## config.mk

```make
export PLATFORM = sky130hd
export DESIGN_NAME = pool_layer_sequencer
export DESIGN_NICKNAME = d
export VERILOG_FILES = /design/src/rtl/pool_seq_pkg.sv /design/src/rtl/pool_layer_sequencer_addr_gen.sv /design/src/rtl/pool_layer_sequencer.sv
export SDC_FILE = /design/constraint.sdc
export NUM_CORES = 1
export LEC_CHECK = 0
export BUFFER_PORTS_ARGS = -buffer_cell sky130_fd_sc_hd__clkbuf_2
export CAP_MARGIN = 40
export CORE_ASPECT_RATIO = 1.2
export CORE_MARGIN = 8
export CORE_UTILIZATION = 40
export CTS_CLUSTER_DIAMETER = 50
export DETAILED_ROUTE_END_ITERATION = 8
export GPL_TIMING_DRIVEN = 1
export PLACE_DENSITY = 0.57
export SLEW_MARGIN = 20
export SYNTH_ARGS = -nofsm -noshare
export SYNTH_HDL_FRONTEND = slang
export SYNTH_SLANG_ARGS = --single-unit
```

## constraint.sdc

```tcl
create_clock -name clk -period 3.84 [get_ports clk]
set_clock_uncertainty 0.05 [all_clocks]
set_input_delay 0.192 -clock clk [delete_from_list [all_inputs] [get_ports clk]]
set_output_delay 0.192 -clock clk [all_outputs]
set_load 0.005 [all_outputs]
```

## src/rtl/pool_seq_pkg.sv

```systemverilog
// Shared types and helpers for the pooling-layer sequencer.
package pool_seq_pkg;

    // Layer sequencing states.
    typedef enum logic [2:0] {
        IDLE,
        FLUSH,
        STREAM,
        DRAIN,
        FIN
    } state_t;

    // Cycles the pooling datapath is held in reset before each channel.
    localparam int FLUSH_CYC = 2;

    // Counter width that never collapses to zero bits for tiny ranges.
    function automatic int safe_w(input int n);
        return (n > 1) ? $clog2(n) : 1;
    endfunction

endpackage

```

## src/rtl/pool_layer_sequencer_addr_gen.sv

```systemverilog
// Column/row/stripe walker with an incremental read-address accumulator.
// rd_addr is the address of the next read; last flags the final read of a channel.
module pool_addr_gen
    import pool_seq_pkg::*;
#(
    parameter int M      = 4,
    parameter int P      = 2,
    parameter int ADDR_W = 16
) (
    input  logic              clk,
    input  logic              master_rst,
    input  logic              step,
    input  logic              clear_ch,
    input  logic [ADDR_W-1:0] base,
    input  logic [ADDR_W-1:0] row_stride,
    output logic [ADDR_W-1:0] rd_addr,
    output logic              last
);

    localparam int COL_W = safe_w(M);
    localparam int ROW_W = safe_w(P);
    localparam int STR_W = safe_w(M / P);

    localparam logic [COL_W-1:0] COL_LAST = COL_W'(M - 1);
    localparam logic [ROW_W-1:0] ROW_LAST = ROW_W'(P - 1);
    localparam logic [STR_W-1:0] STR_LAST = STR_W'(M / P - 1);

    logic [COL_W-1:0]  col;
    logic [ROW_W-1:0]  row;
    logic [STR_W-1:0]  stripe;
    logic [ADDR_W-1:0] row_base;
    logic [ADDR_W-1:0] cur_addr;

    // Advance the nested counters and the address on every issued read.
    // NOTE: sequential state uses <= so every flop samples pre-edge values.
    always_ff @(posedge clk or posedge master_rst) begin
        if (master_rst) begin
            col      <= '0;
            row      <= '0;
            stripe   <= '0;
            row_base <= '0;
            cur_addr <= '0;
        end else if (clear_ch) begin
            col      <= '0;
            row      <= '0;
            stripe   <= '0;
            row_base <= base;
            cur_addr <= base;
        end else if (step) begin
            if (col == COL_LAST) begin
                // Rows are visited in increasing order across stripes, so one
                // running row base covers (stripe*P+row)*row_stride.
                col      <= '0;
                row_base <= row_base + row_stride;
                cur_addr <= row_base + row_stride;
                if (row == ROW_LAST) begin
                    row    <= '0;
                    stripe <= (stripe == STR_LAST) ? '0 : stripe + STR_W'(1);
                end else begin
                    row <= row + ROW_W'(1);
                end
            end else begin
                col      <= col + COL_W'(1);
                cur_addr <= cur_addr + ADDR_W'(1);
            end
        end
    end

    assign rd_addr = cur_addr;
    assign last    = (col == COL_LAST) && (row == ROW_LAST) && (stripe == STR_LAST);

endmodule

```

## src/rtl/pool_layer_sequencer.sv

```systemverilog
// Sequences one pooling layer: per channel a datapath flush, an M*M read
// stream in stripe order, and a drain; done pulses after the last channel.
module pool_layer_sequencer
    import pool_seq_pkg::*;
#(
    parameter int M         = 4,
    parameter int P         = 2,
    parameter int N_CH      = 2,
    parameter int ADDR_W    = 16,
    parameter int DRAIN_CYC = 3
) (
    input  logic                      clk,
    input  logic                      master_rst,
    input  logic                      start,
    input  logic [ADDR_W-1:0]         base_addr,
    input  logic [ADDR_W-1:0]         row_stride,
    input  logic [ADDR_W-1:0]         ch_stride,
    input  logic                      stall,
    output logic                      busy,
    output logic                      done,
    output logic                      rd_en,
    output logic [ADDR_W-1:0]         rd_addr,
    output logic                      pool_ce,
    output logic                      pool_rst_n,
    output logic [safe_w(N_CH)-1:0]   ch_idx
);

    localparam int CH_W    = safe_w(N_CH);
    localparam int DRAIN_W = safe_w(DRAIN_CYC + 1);
    localparam int FLUSH_W = safe_w(FLUSH_CYC);

    localparam logic [CH_W-1:0]    CH_LAST    = CH_W'(N_CH - 1);
    localparam logic [DRAIN_W-1:0] DRAIN_LAST = DRAIN_W'(DRAIN_CYC);
    localparam logic [FLUSH_W-1:0] FLUSH_LAST = FLUSH_W'(FLUSH_CYC - 1);

    if (M % P != 0) begin : g_bad_geometry
        $error("pool_layer_sequencer: M must be a multiple of P");
    end

    state_t             state;
    logic [FLUSH_W-1:0] flush_cnt;
    logic [DRAIN_W-1:0] drain_cnt;
    logic [ADDR_W-1:0]  ch_base;
    logic [ADDR_W-1:0]  row_stride_q;
    logic [ADDR_W-1:0]  ch_stride_q;
    logic [ADDR_W-1:0]  gen_addr;
    logic               gen_last;
    logic               gen_step;
    logic               gen_clear;

    assign gen_step  = (state == STREAM) && !stall;
    assign gen_clear = (state == FLUSH);

    pool_addr_gen #(
        .M      (M),
        .P      (P),
        .ADDR_W (ADDR_W)
    ) u_addr_gen (
        .clk        (clk),
        .master_rst (master_rst),
        .step       (gen_step),
        .clear_ch   (gen_clear),
        .base       (ch_base),
        .row_stride (row_stride_q),
        .rd_addr    (gen_addr),
        .last       (gen_last)
    );

    // Layer FSM with registered handshake, read strobe and datapath reset.
    always_ff @(posedge clk or posedge master_rst) begin
        if (master_rst) begin
            state        <= IDLE;
            busy         <= 1'b0;
            done         <= 1'b0;
            rd_en        <= 1'b0;
            rd_addr      <= '0;
            pool_rst_n   <= 1'b0;
            ch_idx       <= '0;
            flush_cnt    <= '0;
            drain_cnt    <= '0;
            ch_base      <= '0;
            row_stride_q <= '0;
            ch_stride_q  <= '0;
        end else begin
            rd_en      <= 1'b0;
            done       <= 1'b0;
            pool_rst_n <= 1'b1;
            case (state)
                IDLE: begin
                    // A start coinciding with the done pulse is not a new request.
                    if (start && !done) begin
                        ch_base      <= base_addr;
                        row_stride_q <= row_stride;
                        ch_stride_q  <= ch_stride;
                        ch_idx       <= '0;
                        flush_cnt    <= '0;
                        busy         <= 1'b1;
                        state        <= FLUSH;
                    end else begin
                        busy <= 1'b0;
                    end
                end
                FLUSH: begin
                    pool_rst_n <= 1'b0;
                    if (flush_cnt == FLUSH_LAST) begin
                        flush_cnt <= '0;
                        state     <= STREAM;
                    end else begin
                        flush_cnt <= flush_cnt + FLUSH_W'(1);
                    end
                end
                STREAM: begin
                    if (!stall) begin
                        rd_en   <= 1'b1;
                        rd_addr <= gen_addr;
                        if (gen_last) begin
                            drain_cnt <= '0;
                            state     <= DRAIN;
                        end
                    end
                end
                DRAIN: begin
                    // First DRAIN cycle carries the final pool_ce; count from there.
                    if (drain_cnt == DRAIN_LAST) begin
                        drain_cnt <= '0;
                        if (ch_idx == CH_LAST) begin
                            state <= FIN;
                        end else begin
                            ch_idx    <= ch_idx + CH_W'(1);
                            ch_base   <= ch_base + ch_stride_q;
                            flush_cnt <= '0;
                            state     <= FLUSH;
                        end
                    end else begin
                        drain_cnt <= drain_cnt + DRAIN_W'(1);
                    end
                end
                FIN: begin
                    done  <= 1'b1;
                    state <= IDLE;
                end
                default: state <= IDLE;
            endcase
        end
    end

    // Read data arrives one cycle after the strobe; ce marks it valid.
    always_ff @(posedge clk or posedge master_rst) begin
        if (master_rst) begin
            pool_ce <= 1'b0;
        end else begin
            pool_ce <= rd_en;
        end
    end

endmodule

```

==> results.md <==
- Status: complete, no violations
- Number of synthesized flops with an enable pin: 0
- Root Driver: clkbuf_16
- Initial Util: around 41%
- Worst-case clock buffer depth: 2
- Largest net degree at the start of global routing: 61
- CP max-delay cell: o311ai_0
- Top FF cell, synth: dfrtp_1
- Reg2reg start: state[2]
- R2r worst-path depth: 9
- Most common cell in the netlist: dfrtp_1
- Final #Nets: ~800
- FP Rows: 50
- CTS tree: built
- Final worst path period share: between 70% and 80%
- Worst slew pin tran: 0.767 ns
- Clock power frac: 13.0%
- R2R Path End: u_addr_gen.rd_addr[14]
- H-tree depth: 3
- Grt ovf: 0
- Overall Global Routing Usage: ~17%
- Worst reg2reg setup slack: 0.84 ns
- IO buf count: 73
- Area delta synth->final: 13.8%
- Post-DP HPWL: ~13 mm
- TritonRoute pass-1 iters: 5
- Via count: roughly 5,200
- Critical Path End Type: register
- Vias in the first global route: 5,270
- Max Cap Violations: 0
- Seq pwr share: 30.9%
- Drt drc: 0
- Post-Syn Area: roughly 0.0064 mm²
- CP peak stage delay: ~0.6 ns
- Routed length per instance: around 18 µm
- Layout cells sized above 1: slightly below 20%
- Pwr/cell area: between 1000 and 1500 mW/mm²
- CP Cell Sequence: inv_2, nand2_1, or3_1, buf_4, inv_2, nand2b_1, o311ai_0, o21ai_0, o21ai_0
- CTS resizes: 0
- Met1 GRT Util: between 20% and 30%
- Total CTS buffers: 9
- Peak VDD IR: 0.392 mV
- Final total power: roughly 7.4 mW
- Overall die width: roughly 130 µm
- Cells after Synth: roughly 670
- Area leader, netlist: dfrtp_1
- 1st-iter DRT viols: 270
- WP buf/inv: 3
- Hold path cells: 2
- Crit start category: register
- First-pass GRT wire length: 27.7 mm
- CP Class: register to register
- Final Wtd Congestion: between 0.8 and 0.9
- Yosys top cell area share: between 40% and 50%
- Asr flop ratio synth: 100%
- Avg Inst Size Synth: between 9 and 10 µm²
- # IOs: 74
- Fin. max-slew vios: 0
- Final hold vios: 0
- Met3 Resource Use GR: between 3 and 4%
- Core ar.: between 0.015 and 0.02 mm²
- Post-route ant nets: 0
- Sequential cell area fraction in the yosys report: 43.7%
- Pint: a little over 4 mW
- Switching share of power: between 40% and 50%
- Fmax achieved: 334 MHz
- CP required: approximately 4 ns
- Min-delay worst type: input pin to register
- CTS Sinks: 112
- Top cells by area, synth: dfrtp_1 44%, ha_1 6.4%, mux2_2 6.0%
- Switching power: between 3 and 4 mW
- Worst slew margin: 48.8%
- Die extent in y: ~150 µm
- Yosys reg bits: roughly 110
- Combinational power share: around 56%
- Vias per cell: 5.53
- Sum Neg Setup Slack: 0 ns
- # diodes: 0
- CP delay by family, top: compound AO/OA/AOI/OAI gates
- Syn_nets: roughly 750
- Die area: roughly 0.020 mm²
- Busiest grt layer: met2
- Total Wirelength: between 15 and 20 mm
- Initial antenna violation count: 0
- RSZ-0062 raised after global routing: false
- Final setup violation count: 0
- Synthesis Warnings: 0
- Clock-pin transition on the worst setup and hold timing paths: around 0.080 ns
- Hold_sp: ch_stride[1]
- Leakage: between 3 and 4 nW
- Crit path time final: ~3.0 ns
- Post-synth cell types: slightly above 60
- Routing usage on met2: approximately 28%
- Worst-Skew Late Latency: between 0.3 and 0.4 ns
- Crit path max fanout: 31
- Most frequent cells after synthesis: 112 x dfrtp_1, 97 x nand2_1, 60 x o21ai_0
- Arr. time, crit path: 3.23 ns
- Hold path endpoint: ch_stride_q[1]
==> layout by cell type (no fill, tap or decap), types with 3 or more instances in the layout <==
cell type / synthesis / final
and2_1: 5 / 5
o311a_1: 3 / 3
a21oi_1: 54 / 54
mux2_2: 34 / 34
clkbuf_2: 0 / 73
o22ai_1: 4 / 4
nand4_1: 3 / 3
clkbuf_16: 0 / 9
buf_4: 4 / 8
a211o_1: 3 / 3
ha_1: 33 / 33
a211oi_1: 5 / 5
o211ai_1: 14 / 14
a31oi_1: 7 / 7
a22oi_1: 4 / 4
o31ai_1: 3 / 3
nand2_1: 97 / 97
dfrtp_1: 112 / 112
or3_1: 5 / 5
nor2_1: 46 / 46
and4_1: 4 / 4
nand3b_1: 3 / 3
and3_1: 6 / 6
nand3_1: 10 / 10
o21ai_0: 60 / 60
a22o_1: 3 / 3
xor2_1: 11 / 11
inv_1: 11 / 10
nand2b_1: 3 / 3
o2bb2ai_1: 3 / 3
a21o_1: 15 / 15
xnor2_1: 23 / 23
mux2i_1: 11 / 11
nor3_1: 3 / 3
dlygate4sd3_1: 0 / 3
==> worst reg2reg max path: stages (launching register included) <==
cell	delay, ns
dfrtp_1	0.45
inv_2	0.11
nand2_1	0.08
or3_1	0.33
buf_4	0.24
inv_2	0.44
nand2b_1	0.37
o311ai_0	0.59
o21ai_0	0.16
o21ai_0	0.10
==> how the worst max path moves through the flow <==
stage | from | endpoint | slack (ns) | cells past startpoint
floorplan | master_rst | busy | 0.64 | 1
global placement | state[2] | u_addr_gen.rd_addr[14] | 0.95 | 9
detailed placement | state[2] | u_addr_gen.rd_addr[14] | 0.89 | 9
CTS | state[2] | u_addr_gen.rd_addr[14] | 0.87 | 9
global route | state[2] | u_addr_gen.rd_addr[14] | 0.55 | 9
finish | state[2] | u_addr_gen.rd_addr[14] | 0.84 | 9
==> state kept, by name, indices dropped and copies added (netlist names), 2 cells and up <==
name	flops
drain_cnt	2
ch_base	16
u_addr_gen.col	2
ch_stride_q	16
u_addr_gen.row_base	16
row_stride_q	16
rd_addr	16
state	3
u_addr_gen.rd_addr	16
==> what timing repair did <==
item / CTS / global route
hold endpoints to repair: 60 / 0
setup buffers: 0 / 0
hold buffers: 3 / 0
==> cell type report <==
class / count / area (µm²)
Timing Repair Buffer: 85 / 483
Clock buffer: 11 / 243
Tap cell: 208 / 260
Inverter: 14 / 55.1
Multi-Input combinational cell: 508 / 3390
Fill cell: 1574 / 8350
Sequential cell: 112 / 2800
Clock inverter: 5 / 56.3
==> stage by stage <==
step           cell area [µm²]  hold slack, ns  util (%)  std cells  setup slack (ns)
6_report                  7290         0.00903      46.6        943             0.842
3_5_place_dp              6940           0.330      44.4        923             0.891
4_1_cts                   7270        0.000726      46.5        942             0.866
5_1_grt                   7290          0.0111      46.6        943             0.547
3_3_place_gp              6940           0.311      44.4        923             0.954
2_1_floorplan             6410           0.293         -        666             0.639
==> kinds of logic (layout without fill, tap and decap cells) <==
logic type                 count (synthesis)  after routing  share of synthesized area, %
xor gates and xnor gates                  34             34                          4.64
and+or+nand+nor                          196            196                          13.9
buffers and inverters                     46            115                          3.34
DFF                                      112            112                          43.7
AOI/OAI and AO/OA                        198            198                          19.7
muxes                                     45             45                          7.69
adders and majority gates                 35             35                          7.06
==> power groups by stage <==
stage	Sequential, mW	Clock (mW)	Combinational, mW
2_1_floorplan	2.08	0	3.26
3_3_place_gp	2.27	0	4.05
4_1_cts	2.28	0.985	4.16
6_report	2.28	0.960	4.13
5_1_grt	2.36	1.03	4.63
3_5_place_dp	2.30	0	4.13
==> per-layer routing <==
layer | part of all wire [%] | wire, µm
met1 | 43 | 7210
met2 | 48 | 8130
met3 | 4.8 | 813
met4 | 4.0 | 669
met5 | 0 | 0
Power figures use the tool's default switching activity.
